--- src/rtl/pe_result_writer_pkg.sv ---
// Shared definitions for the PE result writer: geometry, counter widths,
// FSM state encoding and the ReLU helper used when RESULT_RELU_EN is defined.
package pe_pkg;

    localparam int WORDWIDTH    = 32;
    localparam int NUM1         = 14;
    localparam int NUM2         = 5;
    localparam int CHANNEL      = 6;

    // Partial sums folded into one output point, and output points per row
    localparam int PSUM_PER_OUT = CHANNEL * NUM2;
    localparam int OUT_PER_ROW  = NUM1 - NUM2 + 1;

    localparam int PSUM_CNT_W   = $clog2(PSUM_PER_OUT);
    localparam int OUT_CNT_W    = $clog2(OUT_PER_ROW);

    typedef enum logic [1:0] {
        IDLE  = 2'd0,
        ACCUM = 2'd1,
        WRITE = 2'd2,
        DONE  = 2'd3
    } state_t;

    // Clamp a signed two's-complement word at zero
    function automatic logic [WORDWIDTH-1:0] relu(input logic [WORDWIDTH-1:0] v);
        logic [WORDWIDTH-1:0] r;
        if (v[WORDWIDTH-1]) begin
            r = '0;
        end else begin
            r = v;
        end
        return r;
    endfunction

endpackage

--- src/rtl/pe_result_writer_if.sv ---
// Stream and write-port bundle for the PE result writer.
// slave  : the writer itself (consumes partial sums, issues writes).
// master : the environment (PE array + output buffer side).
interface pe_result_writer_if;
    import pe_pkg::*;

    // partial-sum stream from the PE array
    logic                 in_valid;
    logic [WORDWIDTH-1:0] in_data;
    logic                 in_ready;

    // result write port towards the output SRAM
    logic                 wr_valid;
    logic [OUT_CNT_W-1:0] wr_addr;
    logic [WORDWIDTH-1:0] wr_data;
    logic                 wr_ready;

    modport slave (
        input  in_valid, in_data, wr_ready,
        output in_ready, wr_valid, wr_addr, wr_data
    );

    modport master (
        output in_valid, in_data, wr_ready,
        input  in_ready, wr_valid, wr_addr, wr_data
    );

endinterface

--- src/rtl/pe_result_writer_psum_acc.sv ---
// pe_psum_acc: signed WORDWIDTH-bit accumulator with load/add control.
// Sum wraps modulo 2^WORDWIDTH (no saturation). With RESULT_RELU_EN defined
// the result output is clamped at zero; the stored sum is never modified.
module pe_psum_acc
    import pe_pkg::*;
(
    input  logic                 clk,
    input  logic                 rst_n,
    input  logic                 load_i,
    input  logic                 add_i,
    input  logic [WORDWIDTH-1:0] data_i,
    output logic [WORDWIDTH-1:0] result_o
);

    logic [WORDWIDTH-1:0] acc_q;
    logic [WORDWIDTH-1:0] acc_d;

    // Next accumulator value: load the first partial, add the rest, else hold
    always_comb begin
        acc_d = acc_q;
        if (load_i) begin
            acc_d = data_i;
        end else if (add_i) begin
            acc_d = acc_q + data_i;
        end else begin
            acc_d = acc_q;
        end
    end

    // Accumulator register
    always_ff @(posedge clk or negedge rst_n) begin
        if (!rst_n) begin
            acc_q <= '0;
        end else begin
            acc_q <= acc_d;
        end
    end

`ifdef RESULT_RELU_EN
    assign result_o = relu(acc_q);
`else
    assign result_o = acc_q;
`endif

endmodule

--- src/rtl/pe_result_writer.sv ---
// pe_result_writer: consumer end of the PE stream. Accumulates
// PSUM_PER_OUT partial sums per output point and writes OUT_PER_ROW points
// per run, then pulses done. Optional macro RESULT_RELU_EN clamps written
// results at zero (handled inside pe_psum_acc); timing is unchanged.
module pe_result_writer
    import pe_pkg::*;
(
    input  logic               clk,
    input  logic               rst_n,
    input  logic               start,
    pe_result_writer_if.slave  bus,
    output logic               busy,
    output logic               done
);

    localparam logic [PSUM_CNT_W-1:0] PSUM_LAST = PSUM_CNT_W'(PSUM_PER_OUT - 1);
    localparam logic [OUT_CNT_W-1:0]  OUT_LAST  = OUT_CNT_W'(OUT_PER_ROW - 1);

    state_t                state_q;
    state_t                state_d;
    logic [PSUM_CNT_W-1:0] psum_cnt_q;
    logic [PSUM_CNT_W-1:0] psum_cnt_d;
    logic [OUT_CNT_W-1:0]  out_cnt_q;
    logic [OUT_CNT_W-1:0]  out_cnt_d;
    logic                  in_ready_q;
    logic                  in_ready_d;
    logic                  wr_valid_q;
    logic                  wr_valid_d;
    logic                  busy_q;
    logic                  busy_d;
    logic                  done_q;
    logic                  done_d;

    logic                  beat_acc_s;
    logic                  wr_xfer_s;
    logic                  acc_load_s;
    logic                  acc_add_s;
    logic [WORDWIDTH-1:0]  acc_result_s;

    assign beat_acc_s = bus.in_valid & in_ready_q;
    assign wr_xfer_s  = wr_valid_q & bus.wr_ready;

    // Next state, counters and accumulator control; outputs decoded from next state
    always_comb begin
        state_d    = state_q;
        psum_cnt_d = psum_cnt_q;
        out_cnt_d  = out_cnt_q;
        acc_load_s = 1'b0;
        acc_add_s  = 1'b0;

        case (state_q)
            IDLE: begin
                if (start) begin
                    state_d    = ACCUM;
                    psum_cnt_d = '0;
                    out_cnt_d  = '0;
                end else begin
                    state_d    = IDLE;
                end
            end
            ACCUM: begin
                if (beat_acc_s) begin
                    acc_load_s = (psum_cnt_q == '0);
                    acc_add_s  = (psum_cnt_q != '0);
                    if (psum_cnt_q == PSUM_LAST) begin
                        psum_cnt_d = '0;
                        state_d    = WRITE;
                    end else begin
                        psum_cnt_d = psum_cnt_q + PSUM_CNT_W'(1);
                    end
                end else begin
                    state_d = ACCUM;
                end
            end
            WRITE: begin
                if (wr_xfer_s) begin
                    if (out_cnt_q == OUT_LAST) begin
                        out_cnt_d = '0;
                        state_d   = DONE;
                    end else begin
                        out_cnt_d = out_cnt_q + OUT_CNT_W'(1);
                        state_d   = ACCUM;
                    end
                end else begin
                    state_d = WRITE;
                end
            end
            DONE: begin
                state_d = IDLE;
            end
            default: begin
                state_d    = IDLE;
                psum_cnt_d = '0;
                out_cnt_d  = '0;
            end
        endcase

        in_ready_d = (state_d == ACCUM);
        wr_valid_d = (state_d == WRITE);
        busy_d     = (state_d != IDLE);
        done_d     = (state_d == DONE);
    end

    // State, counters and registered handshake/status outputs
    always_ff @(posedge clk or negedge rst_n) begin
        if (!rst_n) begin
            state_q    <= IDLE;
            psum_cnt_q <= '0;
            out_cnt_q  <= '0;
            in_ready_q <= 1'b0;
            wr_valid_q <= 1'b0;
            busy_q     <= 1'b0;
            done_q     <= 1'b0;
        end else begin
            state_q    <= state_d;
            psum_cnt_q <= psum_cnt_d;
            out_cnt_q  <= out_cnt_d;
            in_ready_q <= in_ready_d;
            wr_valid_q <= wr_valid_d;
            busy_q     <= busy_d;
            done_q     <= done_d;
        end
    end

    pe_psum_acc u_acc (
        .clk      (clk),
        .rst_n    (rst_n),
        .load_i   (acc_load_s),
        .add_i    (acc_add_s),
        .data_i   (bus.in_data),
        .result_o (acc_result_s)
    );

    assign bus.in_ready = in_ready_q;
    assign bus.wr_valid = wr_valid_q;
    assign bus.wr_addr  = out_cnt_q;
    assign bus.wr_data  = acc_result_s;
    assign busy         = busy_q;
    assign done         = done_q;

endmodule

--- src/flat_wrapper.sv ---
// flat-port wrapper written by rule: the top's interface ports become plain ports
module pe_result_writer_flat import pe_pkg::*;
  (clk, rst_n, start, busy, done, bus_in_valid, bus_in_data, bus_wr_ready, bus_in_ready, bus_wr_valid, bus_wr_addr, bus_wr_data);
  pe_result_writer_if bus_i ();
  input  logic clk;
  input  logic rst_n;
  input  logic start;
  output logic busy;
  output logic done;
  input wire logic [$bits(bus_i.in_valid)-1:0] bus_in_valid;
  input wire logic [$bits(bus_i.in_data)-1:0] bus_in_data;
  input wire logic [$bits(bus_i.wr_ready)-1:0] bus_wr_ready;
  output wire logic [$bits(bus_i.in_ready)-1:0] bus_in_ready;
  output wire logic [$bits(bus_i.wr_valid)-1:0] bus_wr_valid;
  output wire logic [$bits(bus_i.wr_addr)-1:0] bus_wr_addr;
  output wire logic [$bits(bus_i.wr_data)-1:0] bus_wr_data;
  assign bus_i.in_valid = bus_in_valid;
  assign bus_i.in_data = bus_in_data;
  assign bus_i.wr_ready = bus_wr_ready;
  assign bus_in_ready = bus_i.in_ready;
  assign bus_wr_valid = bus_i.wr_valid;
  assign bus_wr_addr = bus_i.wr_addr;
  assign bus_wr_data = bus_i.wr_data;
  pe_result_writer u_core (.clk(clk), .rst_n(rst_n), .start(start), .bus(bus_i), .busy(busy), .done(done));
endmodule
--- config.mk ---
export PLATFORM = sky130hd
export DESIGN_NAME = pe_result_writer_flat
export DESIGN_NICKNAME = d
export VERILOG_FILES = /design/src/rtl/pe_result_writer_pkg.sv /design/src/rtl/pe_result_writer_if.sv /design/src/rtl/pe_result_writer_psum_acc.sv /design/src/rtl/pe_result_writer.sv /design/src/flat_wrapper.sv
export SDC_FILE = /design/constraint.sdc
export NUM_CORES = 1
export LEC_CHECK = 0
export CAP_MARGIN = 20
export CELL_PAD_IN_SITES_DETAIL_PLACEMENT = 0
export CELL_PAD_IN_SITES_GLOBAL_PLACEMENT = 1
export CORE_MARGIN = 2
export CORE_UTILIZATION = 35
export DETAILED_ROUTE_END_ITERATION = 6
export HOLD_SLACK_MARGIN = 0.03
export PLACE_DENSITY = 0.72
export SLEW_MARGIN = 20
export SYNTH_ARGS = -nofsm -noshare
export SYNTH_HDL_FRONTEND = slang
export SYNTH_SLANG_ARGS = --single-unit
--- constraint.sdc ---
create_clock -name clk -period 3.4 [get_ports clk]
set_clock_uncertainty 0.2 [all_clocks]
set_input_delay 0.68 -clock clk [delete_from_list [all_inputs] [get_ports clk]]
set_output_delay 0.68 -clock clk [all_outputs]
set_load 0.02 [all_outputs]
=== Word level (Yosys, flattened, before mapping) ===
Index checks and enable logic that the tools add are counted.

* Flip-flop bits (word level): 47
* Bits in latches: 0
* RAM bits: 0
* Bits in read-only memories: 0
* Bits of input ports: 37
* Output and inout bits: 40
* Word-level logic and storage cells: 53
* Memories kept: 0

* Add/subtract/negate cells: 3
* Multipliers: 0
* Div/mod/pow operators: 0
* Order comparisons: 0
* Equality and inequality tests: 11
* Shifts and indexed selects: 0
* Mux-type cells: 20
* Bitwise gates (word level): 2
* Reduce and logical (&&, ||, !) cells: 9

{| class="wikitable"
|+ Operators with widths
! cell !! number
|-
| 32-bit two-way mux || 2
|-
| 32-bit adder || 1
|-
| 5-bit two-way mux || 3
|-
| 4-bit two-way mux || 3
|-
| 5-bit one-hot mux with 2 select lines || 1
|-
| 2-bit equality test, second input constant || 4
|-
| 2-bit two-way mux || 4
|-
| 2-bit one-hot mux with 4 select lines || 1
|-
| 4-bit one-hot mux with 2 select lines || 1
|-
| 2-bit nonzero test || 4
|-
| 3-bit AND reduction || 2
|-
| 5-bit by 1-bit adder with 5-bit output, second input constant || 1
|-
| 5-bit equality test, second input constant || 1
|-
| 5-bit logical NOT || 1
|-
| 1-bit two-way mux || 5
|-
| 5-bit nonzero test || 1
|-
| 4-bit by 1-bit adder with 4-bit output, second input constant || 1
|-
| 2-bit by 1-bit equality test with 1-bit output, second input constant || 2
|-
| 4-bit equality test, second input constant || 1
|-
| 2-bit by 1-bit != test with 1-bit output, second input constant || 2
|-
| 1-bit bitwise AND || 2
|-
| 2-bit logical NOT || 1
|-
| 2-bit != test, second input constant || 1
|}

=== Logic depth before layout (Yosys ltp) ===
* Depth after elaboration: 5
* Mapped depth: 12
* Depth with buffers taken out: 12

=== By module ===
A second synthesis with hierarchy kept.

* Cell total of the unflattened synthesis: 410
* Area, all modules: 3683.5 um2

{| class="wikitable"
|+ By module, submodules not included
! module !! times used !! cells an instance !! area each (um2) !! sequential area each (um2)
|-
| pe_psum_acc || 1 || 330 || 2841.5 || 800.8
|-
| pe_result_writer || 1 || 80 || 842.1 || 375.4
|}

=== Worst setup path before layout ===
OpenSTA, ideal clock, no wires.

* Kind: input -> register
* Start point: input port bus_in_data[0]
* End point: register u_core.u_acc.acc_q[24], in the netlist u_core.u_acc.result_o[24]
* Library setup time: 0.077 ns
* Arrival time: 2.708 ns
* Data required time: 3.123 ns
* Path slack: 0.415 ns
* Stages: 12
* Path through: ha_1 -> fa_1 -> a21oi_2 -> o21ai_2 -> o21ai_2 -> o31a_2 -> o211ai_2 -> a31o_2 -> a21oi_1 -> xnor2_1 -> nand2_1 -> a21oi_1

* Word-level cells in the longest chain between the ends: 3

{| class="wikitable"
|+ Ends and longest elaborated chain
! element !! line !! text
|-
| start: declaration || flat_wrapper.sv:11 || <nowiki>input wire logic [$bits(bus_i.in_data)-1:0] bus_in_data;</nowiki>
|-
| 32-bit adder || pe_result_writer_psum_acc.sv:24 || <nowiki>acc_d = acc_q + data_i;</nowiki>
|-
| 32-bit two-way mux || pe_result_writer_psum_acc.sv:23 || <nowiki>end else if (add_i) begin</nowiki>
|-
| 32-bit two-way mux || pe_result_writer_psum_acc.sv:21 || <nowiki>if (load_i) begin</nowiki>
|-
| end signal: assignment || pe_result_writer_psum_acc.sv:33 || <nowiki>acc_q <= '0;</nowiki>
|-
| end signal: assignment || pe_result_writer_psum_acc.sv:35 || <nowiki>acc_q <= acc_d;</nowiki>
|-
| end: declaration || pe_result_writer_psum_acc.sv:15 || <nowiki>logic [WORDWIDTH-1:0] acc_q;</nowiki>
|}

Every way passes these cells. The select of a mux whose other input is x is not followed.
A chain may end at the register's enable or synchronous reset.

=== Worst setup path in the final report ===
* Start point: input port bus_in_data[0]
* End point: register u_core.u_acc.acc_q[28], in the netlist u_core.u_acc.result_o[28]

Same word-level chain as after synthesis.

==> qor.csv <==
stage,metric,value,unit
setup_path,CP Buf/Inv Count,1,
setup_path,Worst EP required,3.41,ns
drt,routed length on met1,4.697,mm
logic_synthesis,largest family of logic cells by synthesized area,compound AO/OA/AOI/OAI gates,
setup_path,Reg-to-Reg End,u_core.u_acc.result_o[25]$_DFFE_PN0P_,
drt,Met2 Wirelength,4.985,mm
floorplanning,# IOs,77,
setup_path,"Max FO, Critical Path",4,
setup_path,Reg2Reg Launch Point,u_core.u_acc.result_o[0]$_DFFE_PN0P_,
place,HPWL Detailed,7.956,mm
logic_synthesis,Post-Syn Instances,466,
setup_path,slowest cell on the critical path,clkdlybuf4s50_1,
setup_path,CP Depth,13,
sta,minimum clock period,3.262,ns
place,DP Worst Slack,-0.2339,ns
floorplanning,initial core utilization,36.26,%
clocking,Clock Sinks,47,
sta,RSZ-0062 raised after global routing,false,
logic_synthesis,sequential fraction of the synthesis area,31.28,%
sta,highest clock rate,306.6,MHz
sta,worst-margin pin slew,0.7762,ns
clocking,CTS tree,yes,
layout,ant diodes,0,
global_routing,GRT Util Overall,18.68,%
drt,Via density,5.261,
logic_synthesis,"area leader, netlist",dfrtp_1,
flow_run,max_cap viols,0,
logic_synthesis,Synth Cell Area,3760,sq um
setup_path,Setup crit start,bus_in_data[0],
setup_path,CP Capture Type,flip-flop,
drt,met3 WL,507,um
setup_path,R2R cell count,12,
clocking,worst-skew pair later-pin latency,0.31,ns
setup_path,worst reg2reg setup slack,0.55,ns
drt,DRC viols,0,
layout,Nets,641,
logic_synthesis,post-synthesis mux area share,0.8319,%
logic_synthesis,async set-reset flop share out of synthesis,100.0,%
logic_synthesis,Synth Area in Compound Gates,27.25,%
floorplanning,Die Wd,107.6,um
sta,count of pins over their slew limit,0,
sta,Fin. Hold Viols,0,
logic_synthesis,ranking of synthesized cells by area,"dfrtp_1 31%, ha_1 12%, a21oi_1 8.4%",
layout,"commonest non-fill, non-tap cell in the layout",clkdlybuf4s50_1,
floorplanning,Core ar.,10370,sq um
sta,Slew HR,48.12,%
setup_path,Worst path max stage delay,0.48,ns
drt,ANT nets after route,0,
sta,Final Cycle Share,95.94,%
logic_synthesis,Post-synth EDFFs,0,
setup_path,startpoint types,primary input,
logic_synthesis,Most used DFF post-synth,dfrtp_1,
drt,Vias,3704,
clocking,clk buf depth,2,
floorplanning,DIE AREA,11590,sq um
global_routing,largest net degree at the start of global routing,32,
drt,DR pass1 iterations,4,
setup_path,cell family with most CP delay,compound AO/OA/AOI/OAI gates,
place,placed cell count,693,
logic_synthesis,Yosys warnings,0,
floorplanning,Row Count,37,
layout,most frequent cells in the layout,"75 x clkdlybuf4s50_1, 62 x nand2_1, 61 x a21oi_1, 47 x dfrtp_1, 46 x nor2_1",
logic_synthesis,syn_nets,540,
global_routing,vias in the first global route,3680,
drt,drt total wl,10.31,mm
logic_synthesis,mean cell area of the mapped netlist,8.068,sq um
drt,Starting DRT DRC Count,139,
place,IO buf count,76,
pwr,leakage power,2.241,nW
floorplanning,Chip Height,107.6,um
setup_path,worst setup path endpoint,u_core.u_acc.result_o[28]$_DFFE_PN0P_,
pwr,VDD IR max,0.3765,mV
outcome,status,completed,
pwr,pwr dens,969.2,nW/um^2
setup_path,cell mode on critical path,o21ai_2,
hold_path,Hold/Removal Path Class,in -> async,
logic_synthesis,Yosys reg bits,47,
global_routing,first-pass GRT wire length,17.66,mm
sta,"Worst Setup Slack, final",0.1382,ns
drt,Highest Signal Layer,met4,
logic_synthesis,Synth Area in Adders,12.51,%
sta,Finish-stage setup viols,0,
drt,DR WL/cell,14.65,um
clocking,H-Tree Depth,2,
clocking,cts bufs inserted,5,
logic_synthesis,XOR/XNOR Fraction of Synth Area,6.057,%
setup_path,Crit path arrival time,3.27,ns
logic_synthesis,Synth Area in Simple Gates,19.07,%
global_routing,antenna violations before repair,0,
clocking,clock-pin slew on the worst setup and hold paths,0.11,ns
setup_path,critical path type,in -> reg,
logic_synthesis,synth unique cells,54,
layout,Area Overhead vs Synth,33.94,%
logic_synthesis,post-synth top area share,31.28,%
clocking,root buffer cell,clkbuf_8,
layout,share of cells above drive strength 1,11.80,%
layout,fin cells,704,
setup_path,worst path cell trace,clkdlybuf4s50_1 > ha_2 > fa_2 > a21oi_2 > o21ai_2 > o21ai_2 > o31a_2 > o211ai_2 > a31o_2 > nor2_1 > o41ai_2 > mux2i_1 > nand2_1,
global_routing,grt ovf,0,
place,GP Congestion,0.8593,
[worst min-delay path by stage]
| stage | startpoint | end | slack [ns] |
|---|---|---|---|
| 6_report | rst_n | u_core.u_acc.result_o[18]$_DFFE_PN0P_ | 0.10 |
| 5_1_grt | rst_n | u_core.u_acc.result_o[18]$_DFFE_PN0P_ | 0.12 |
| 4_1_cts | rst_n | u_core.u_acc.result_o[18]$_DFFE_PN0P_ | 0.11 |
| 3_5_place_dp | u_core.u_acc.result_o[10]$_DFFE_PN0P_ | u_core.u_acc.result_o[10]$_DFFE_PN0P_ | 0.30 |
| 3_3_place_gp | u_core.u_acc.result_o[16]$_DFFE_PN0P_ | u_core.u_acc.result_o[16]$_DFFE_PN0P_ | 0.29 |
| 2_1_floorplan | rst_n | u_core.bus.in_ready$_DFF_PN0_ | 0.18 |
[sequential cells by signal (all words and copies together), names as in the netlist]
name / cells
u_core.u_acc.result_o: 32
u_core.bus.wr_addr: 4
u_core.done: 1
u_core.state_q: 2
u_core.busy: 1
u_core.bus.wr_valid: 1
u_core.bus.in_ready: 1
u_core.psum_cnt_q: 5
[synth_stat cells, types with 2 or more instances]
| cell type | instances |
|---|---|
| a21oi_1 | 63 |
| nand2_1 | 62 |
| dfrtp_1 | 47 |
| nor2_1 | 46 |
| o21ai_0 | 43 |
| ha_1 | 36 |
| clkbuf_1 | 18 |
| xnor2_1 | 16 |
| a21o_1 | 13 |
| inv_1 | 12 |
| nand3_1 | 11 |
| xor2_1 | 10 |
| a31oi_1 | 7 |
| nand4_1 | 6 |
| nand3b_1 | 4 |
| nor2b_1 | 4 |
| nor3b_1 | 4 |
| o211ai_1 | 4 |
| a22oi_1 | 3 |
| a31o_2 | 3 |
| and2_1 | 3 |
| and3_1 | 3 |
| nand2b_1 | 3 |
| nor3_1 | 3 |
| o21ai_2 | 3 |
| o21bai_1 | 3 |
| o31ai_1 | 3 |
| a211oi_1 | 2 |
| a41o_1 | 2 |
| mux2i_1 | 2 |
| nor4b_1 | 2 |
| o22ai_1 | 2 |
| o41ai_2 | 2 |
[area by class of cell]
cell class                      instances  area [sq um]
Clock buffer                            5         68.82
Clock inverter                          3         43.79
Fill cell                            1023          5334
Inverter                               12         45.04
Multi-Input combinational cell        389          2506
Sequential cell                        47          1176
Tap cell                              136         170.2
Timing Repair Buffer                  112          1026
[layer usage]
layer / vias up / GRT usage (%)
met5: - / 0
met4: 0 / 4.670
met3: 9 / 3.208
met2: 80 / 32.17
met1: 1741 / 24.24
li1: 1874 / -
[through the flow]
stage / setup TNS (ns) / hold WS (ns) / util (%) / total power, mW / area, sq um
after CTS: 0 / 0.1077 / 48.07 / 4.864 / 4985
after floorplan: 0 / 0.1844 / - / 3.218 / 3760
after detailed placement: -1.588 / 0.3026 / 46.98 / 4.404 / 4872
after global routing: 0 / 0.1183 / 48.56 / 5.359 / 5036
after global placement: -1.126 / 0.2921 / 46.98 / 4.375 / 4872
final: 0 / 0.1038 / 48.56 / 4.881 / 5036
[cells by family after synthesis]
| kind of cell | count (synthesis) |
|---|---|
| buf+inv | 30 |
| simple gates | 157 |
| compound gates | 166 |
| fa+ha+maj | 37 |
| xor+xnor | 26 |
| flops | 47 |
| mux | 3 |
[power by group]
| group | internal [mW] | switching, mW | total, mW |
|---|---|---|---|
| logic | 1.58 | 1.86 | 3.44 |
| registers | 0.787 | 0.219 | 1.01 |
| clock network | 0.220 | 0.216 | 0.436 |
| total | 2.58 | 2.30 | 4.88 |
[repair_timing]
action | in CTS | in global routing
resized for setup | 0 | 6
endpoints found under the setup margin | 0 | 7
hold endpoints to repair | 0 | 0
buffers inserted | 0 | 3
hold buffers | 0 | 0
No activity file was read; power rests on OpenSTA's default activity.
